`src/rtl/channel_isi_tx_prl.sv`:
```
`default_nettype none
//==============================================================================
// Module   : channel_isi_tx_prl
// Desc     : PAM4 transmit channel model. Convolves symbol levels with a loaded
//            pulse response and emits one saturated sample per accepted symbol.
//            Optional additive LFSR noise: define CHANNEL_NOISE_EN.
// Revision : 1.0
//==============================================================================
module channel_isi_tx_prl #(
   parameter int PULSE_RESPONSE_LENGTH = 5,
   parameter int SIGNAL_RESOLUTION     = 8,
   parameter int SYMBOL_SEPERATION     = 56
) (
   input  logic                         clk,
   input  logic                         rstn,
   input  logic [1:0]                   symbol_in,
   input  logic                         symbol_in_valid,
   output logic [SIGNAL_RESOLUTION-1:0] signal_out,
   output logic                         signal_out_valid,
   input  logic                         load_mem,
   input  logic [7:0]                   location,
   input  logic [63:0]                  mem_data,
   output logic                         done_wait,
   output logic                         sat_flag
);

   localparam int c_PRL    = PULSE_RESPONSE_LENGTH;
   localparam int c_SR     = SIGNAL_RESOLUTION;
   localparam int c_LVL_W  = $clog2(3 * SYMBOL_SEPERATION / 2 + 1) + 1;
   localparam int c_PROD_W = c_LVL_W + 16;
   localparam int c_SUM_W  = c_SR + 16 + $clog2(c_PRL);
   localparam int c_OUT_W  = c_SUM_W + 1;
   localparam int c_MAX_I  = (2 ** (c_SR - 1)) - 1;

   localparam logic signed [c_LVL_W-1:0] c_LVL3   = c_LVL_W'(3 * SYMBOL_SEPERATION / 2);
   localparam logic signed [c_LVL_W-1:0] c_LVL1   = c_LVL_W'(SYMBOL_SEPERATION / 2);
   localparam logic signed [c_OUT_W-1:0] c_SAT_HI = c_OUT_W'(c_MAX_I);
   localparam logic signed [c_OUT_W-1:0] c_SAT_LO = c_OUT_W'(-c_MAX_I - 1);

   typedef enum logic [0:0] {
      ST_LOAD = 1'b0,
      ST_RUN  = 1'b1
   } state_t;

   state_t                      r_state;
   state_t                      w_state_nxt;
   logic                        w_accept;
   logic                        w_wr_en;
   logic [7:0]                  r_wr_cnt;
   logic signed [15:0]          r_m    [c_PRL];
   logic [15:0]                 r_y    [c_PRL];
   logic signed [c_LVL_W-1:0]   r_hist [c_PRL-1];
   logic signed [c_LVL_W-1:0]   w_lvl;
   logic signed [c_PROD_W-1:0]  w_prod [c_PRL];
   logic signed [c_PROD_W-1:0]  r_prod [c_PRL];
   logic [4:0]                  r_shift;
   logic                        r_v1;
   logic signed [c_SUM_W-1:0]   w_sum;
   logic signed [c_SUM_W-1:0]   w_shifted;
   logic signed [c_OUT_W-1:0]   w_out_full;
   logic [c_SR-1:0]             w_out;
   logic                        w_clip;
   logic                        w_unused_bits;

   assign w_wr_en = load_mem && (location < 8'(c_PRL));

   always_comb begin
      w_state_nxt = r_state;
      w_accept    = 1'b0;
      case (r_state)
         ST_LOAD: begin
            w_accept = symbol_in_valid && done_wait && !load_mem;
            if (done_wait) w_state_nxt = ST_RUN;
         end
         ST_RUN: begin
            w_accept = symbol_in_valid && !load_mem;
         end
         default: w_state_nxt = ST_LOAD;
      endcase
   end

   always_ff @(posedge clk or negedge rstn) begin
      if (!rstn) begin
         r_state   <= ST_LOAD;
         r_wr_cnt  <= 8'd0;
         done_wait <= 1'b0;
         for (int k = 0; k < c_PRL; k++) begin
            r_m[k] <= '0;
            r_y[k] <= '0;
         end
      end else begin
         r_state <= w_state_nxt;
         if (w_wr_en) r_wr_cnt <= r_wr_cnt + 8'd1;
         if (r_wr_cnt >= 8'(c_PRL)) done_wait <= 1'b1;
         // Write lands in the addressed tap this very cycle
         for (int k = 0; k < c_PRL; k++) begin
            if (w_wr_en && (location == 8'(k))) begin
               r_m[k] <= mem_data[31:16];
               r_y[k] <= mem_data[15:0];
            end
         end
      end
   end

   always_comb begin
      case (symbol_in)
         2'b00:   w_lvl = -c_LVL3;
         2'b01:   w_lvl = -c_LVL1;
         2'b10:   w_lvl = c_LVL1;
         default: w_lvl = c_LVL3;
      endcase
   end

   for (genvar k = 0; k < c_PRL; k++) begin : g_tap
      if (k == 0) begin : g_cursor
         assign w_prod[k] = c_PROD_W'(w_lvl) * c_PROD_W'(r_m[k]);
      end else begin : g_post
         assign w_prod[k] = c_PROD_W'(r_hist[k-1]) * c_PROD_W'(r_m[k]);
      end
   end

`ifdef CHANNEL_NOISE_EN
   logic [15:0]       r_lfsr;
   logic signed [2:0] r_noise;

   always_ff @(posedge clk or negedge rstn) begin
      if (!rstn) begin
         r_lfsr  <= 16'hACE1;
         r_noise <= '0;
      end else if (w_accept) begin
         r_noise <= r_lfsr[2:0];
         r_lfsr  <= {r_lfsr[0] ^ r_lfsr[2] ^ r_lfsr[3] ^ r_lfsr[5], r_lfsr[15:1]};
      end
   end
`endif

   // Stage 1: history shift and per-tap products; y0 is captured so later tap
   // writes cannot disturb a sample already in flight.
   always_ff @(posedge clk or negedge rstn) begin
      if (!rstn) begin
         r_v1    <= 1'b0;
         r_shift <= 5'd0;
         for (int k = 0; k < c_PRL; k++) r_prod[k] <= '0;
         for (int k = 0; k < c_PRL - 1; k++) r_hist[k] <= '0;
      end else begin
         r_v1 <= w_accept;
         if (w_accept) begin
            r_hist[0] <= w_lvl;
            for (int k = 1; k < c_PRL - 1; k++) r_hist[k] <= r_hist[k-1];
            for (int k = 0; k < c_PRL; k++) r_prod[k] <= w_prod[k];
            r_shift <= r_y[0][4:0];
         end
      end
   end

   always_comb begin
      w_sum = '0;
      for (int k = 0; k < c_PRL; k++) w_sum = w_sum + c_SUM_W'(r_prod[k]);
      w_shifted = w_sum >>> r_shift;
`ifdef CHANNEL_NOISE_EN
      w_out_full = c_OUT_W'(w_shifted) + c_OUT_W'(r_noise);
`else
      w_out_full = c_OUT_W'(w_shifted);
`endif
      w_out  = w_out_full[c_SR-1:0];
      w_clip = 1'b0;
      if (w_out_full > c_SAT_HI) begin
         w_out  = {1'b0, {(c_SR-1){1'b1}}};
         w_clip = 1'b1;
      end else if (w_out_full < c_SAT_LO) begin
         w_out  = {1'b1, {(c_SR-1){1'b0}}};
         w_clip = 1'b1;
      end
   end

   // Stage 2: registered sample, valid pulse and sticky saturation flag
   always_ff @(posedge clk or negedge rstn) begin
      if (!rstn) begin
         signal_out       <= '0;
         signal_out_valid <= 1'b0;
         sat_flag         <= 1'b0;
      end else begin
         signal_out_valid <= r_v1;
         if (r_v1) begin
            signal_out <= w_out;
            if (w_clip) sat_flag <= 1'b1;
         end
      end
   end

   // Upper data word and the post-cursor shift fields carry no function here
   always_comb begin
      w_unused_bits = (^mem_data[63:32]) ^ (^r_y[0][15:5]);
      for (int k = 1; k < c_PRL; k++) w_unused_bits = w_unused_bits ^ (^r_y[k]);
   end

endmodule
`default_nettype wire

```
`config.mk`:
```
export PLATFORM = sky130hd
export DESIGN_NAME = channel_isi_tx_prl
export DESIGN_NICKNAME = d
export VERILOG_FILES = /design/src/rtl/channel_isi_tx_prl.sv
export SDC_FILE = /design/constraint.sdc
export NUM_CORES = 2
export LEC_CHECK = 0
export ABC_AREA = 1
export CORE_UTILIZATION = 61
export CTS_CLUSTER_DIAMETER = 120
export DETAILED_ROUTE_END_ITERATION = 16
export GPL_TIMING_DRIVEN = 0
export PLACE_DENSITY = 0.83
export SETUP_SLACK_MARGIN = 0.05
export SYNTH_ARGS = -nofsm -noshare
export SYNTH_HDL_FRONTEND = slang
export SYNTH_SLANG_ARGS = --single-unit
```
`constraint.sdc`:
```
create_clock -name clk -period 10.7 [get_ports clk]
set_input_delay 3.21 -clock clk [delete_from_list [all_inputs] [get_ports clk]]
set_output_delay 3.21 -clock clk [all_outputs]
set_load 0.05 [all_outputs]
```
==> impl_metrics.ini <==
[status]
run_status = complete, no violations

[drt]
drtIter0Drc = 2011
wl_per_cell_um = 18.06
vias_per_cell = 5.549
wirelength_um = 79640
detail-route-antenna-nets = 0
dr_total_vias = 24470
route.detailed.drc = 0
drt_first_pass_iters = 6

[yosys]
syn_avg_cell_area_um2 = 7.955
synthesis.area_mm2 = 0.02938
synth_seq_cells = 241
ys_async_sr_fraction = 1.000
ys_seq_area_frac = 0.2053
synth_warnings = 0
synth_cell_type_count = 56
synth_edf_count = 0
syn_nets = 4406
syn_inst = 3693
synthFlopType = dfrtp_1

[clock_tree]
cts_made_buffers = 29
cts_resized = 0
cts.sinks = 241
h-tree-depth = 1
hold_buffers = 0
clk_latency_ps = 590
post-cts-setup-buffers = 0
cts.path.max_buffers = 3
clk_pin_slew_ps = 60
cts_tree = built
root_buffer = clkbuf_16

[finish]
final_cell_mix = 1,034 x nand2_1, 735 x inv_1, 398 x fa_1, 241 x dfrtp_1, 237 x ha_1
layout.nets = 4485
fillers = 3888
drive_gt1_frac = 0.04956
fin_cells = 4410
area_growth_pct = 7.807
regArea_mm2 = 0.006031
finalInstanceArea_mm2 = 0.03167
final_common_cell = nand2_1
utilization = 0.6647
multi_input_area_mm2 = 0.02006

[power]
p_per_area_mw_per_mm2 = 302.7
p_leak_nw = 16.93
vdd_drop_max_mv = 0.2604

[sta]
drv_slew = 0
hold_viol_final = 0
period_needed_ps = 8740
max_freq_mhz = 114.4
period_share = 0.8168
setup_viol = 0
slew_headroom = 0.1596
setup_slack_ps = 1960
rsz0062_at_grt = no
worstMarginPinSlew_ps = 1256
clock_skew_ps = 11.09
finalSetupTns_ps = 0

[placed_design]
place_ws_ps = 1429
dp_hpwl_um = 64120
portBuffers = 45
gp_congestion = 1.034
placed_cell_area_mm2 = 0.03067
dp_cells = 4356

[setup_path]
critPathRequiredTime_ps = 11220
path_depth = 28
r2r-start = r_hist[29]$_DFFE_PN0P_
crit_type = input port to flop
ff2ff_setup_slack_ps = 4590
crit_fanout = 10
crit_start = symbol_in[1]
r2r_end = r_prod[90]$_DFFE_PN0P_
crit_top_cell = nand2_1
end_kind = flop
cpLargestDelayFamily = adder cells
cp-endpoint = r_prod[118]$_DFFE_PN0P_
critPathBufInv = 6
worstRegToRegCells = 24
slowest_delay_ps = 660
cp.arrival_ps = 9260
cp-start-kind = input port
slowest_stage = clkdlybuf4s50_1

[global_routing]
grt_start_max_net_pins = 114
antenna_found_initial = 6
grt_pass1_vias = 24940
grt_usage = 0.3397
grt_pass1_wl_um = 130500
grt.overflow.total = 0

[floorplan]
die_w_um = 221.5
rows = 80
ioPinCount = 89
die_area_mm2 = 0.04904
core_mm2 = 0.04765
die_height_um = 221.5
start_util = 0.6166

[hold_path]
worstHoldStart = r_v1$_DFF_PN0_
hold_path.class = flop to flop

[run]
maxCapViolations = 0
-- flip-flops by register name, summed over array words and instances (netlist names) --
signal,flops
done_wait,1
r_hist,20
r_m,80
r_prod,110
r_shift,5
r_state,1
r_v1,1
r_wr_cnt,8
r_y,5
sat_flag,1
signal_out,8
signal_out_valid,1
-- worst min path at each step --
stage,end,slack (ps),cells past startpoint
finish,signal_out_valid$_DFF_PN0_,380,0
global route,signal_out_valid$_DFF_PN0_,400,0
CTS,signal_out_valid$_DFF_PN0_,380,0
detailed placement,signal_out_valid$_DFF_PN0_,370,0
global placement,signal_out_valid$_DFF_PN0_,350,0
floorplan,signal_out_valid$_DFF_PN0_,350,0
-- synth_stat cells (2+ instances only) --
library cell / instances / area share
o221ai_1: 2 / 0.00060
and2_1: 4 / 0.00085
xor2_1: 45 / 0.013
nand3_2: 15 / 0.0051
o21ai_1: 24 / 0.0041
inv_2: 15 / 0.0019
inv_1: 735 / 0.094
a21o_1: 4 / 0.0010
o31ai_1: 7 / 0.0018
clkbuf_1: 99 / 0.013
buf_1: 8 / 0.0010
o211ai_1: 2 / 0.00051
mux2_2: 5 / 0.0019
o2111ai_1: 2 / 0.00060
nand2_4: 5 / 0.0019
a21oi_1: 89 / 0.015
nand3_1: 191 / 0.033
buf_2: 10 / 0.0017
nand4_2: 2 / 0.00085
o22ai_1: 7 / 0.0015
nand3b_1: 3 / 0.00077
nor2_2: 8 / 0.0017
nand2_2: 11 / 0.0023
nand2_1: 1034 / 0.13
ha_1: 237 / 0.10
clkinv_1: 4 / 0.00051
xnor2_1: 48 / 0.014
fa_1: 398 / 0.27
a211oi_1: 4 / 0.0010
a21boi_0: 2 / 0.00051
nand4_1: 13 / 0.0028
a21oi_2: 2 / 0.00060
or2_2: 51 / 0.011
nor2_4: 2 / 0.00077
nor4_1: 6 / 0.0013
o21bai_1: 8 / 0.0020
dfrtp_1: 241 / 0.21
o21ai_0: 217 / 0.037
nor3_1: 6 / 0.0010
a31oi_1: 9 / 0.0019
nor2_1: 103 / 0.013
-- where the power goes --
group | internal (W) | leakage, nW | switching (W)
Sequential | 0.00104 | 3.07 | 0.0000849
Combinational | 0.00261 | 13.4 | 0.00481
Clock | 0.000595 | 0.480 | 0.000444
-- area by class of cell --
type,instances,share of cell area
repair buffers,48,0.01647
inverters,755,0.08956
well taps,615,0.02430
flip-flops and latches,241,0.1904
diodes,2,0.0001580
clock buffers,36,0.02596
plain buffers,118,0.01442
multi-input cells,2579,0.6333
clock inverters,16,0.005373
-- logic make-up (layout without fill, tap and decap cells) --
family | Yosys count | after routing | share of synthesized area
XOR/XNOR | 93 | 93 | 0.02773
buffers and inverters | 873 | 973 | 0.1121
adder cells (fa/ha/maj) | 635 | 635 | 0.3721
multiplexers | 6 | 6 | 0.002257
flip-flops | 241 | 241 | 0.2053
other | 0 | 2 | 0
AO/OA/AOI/OAI | 384 | 384 | 0.06976
AND/OR/NAND/NOR | 1461 | 1461 | 0.2107
-- per-stage QoR --
step	hold WS, ps	power, W
2_1_floorplan	348.7	0.006691
3_3_place_gp	353.1	0.008253
3_5_place_dp	368.1	0.008422
4_1_cts	382.2	0.009500
5_1_grt	395.3	0.01061
6_report	382.0	0.009587
-- routing by layer --
| metal | vias to the layer above | wire length, um | global-route usage |
|---|---|---|---|
| li1 | 11410 | - | - |
| met1 | 11770 | 31000 | 0.4332 |
| met2 | 1071 | 36990 | 0.5541 |
| met3 | 218 | 7449 | 0.07436 |
| met4 | 6 | 4155 | 0.1591 |
| met5 | - | 42 | 0 |
(Power assumes the default switching activity.)
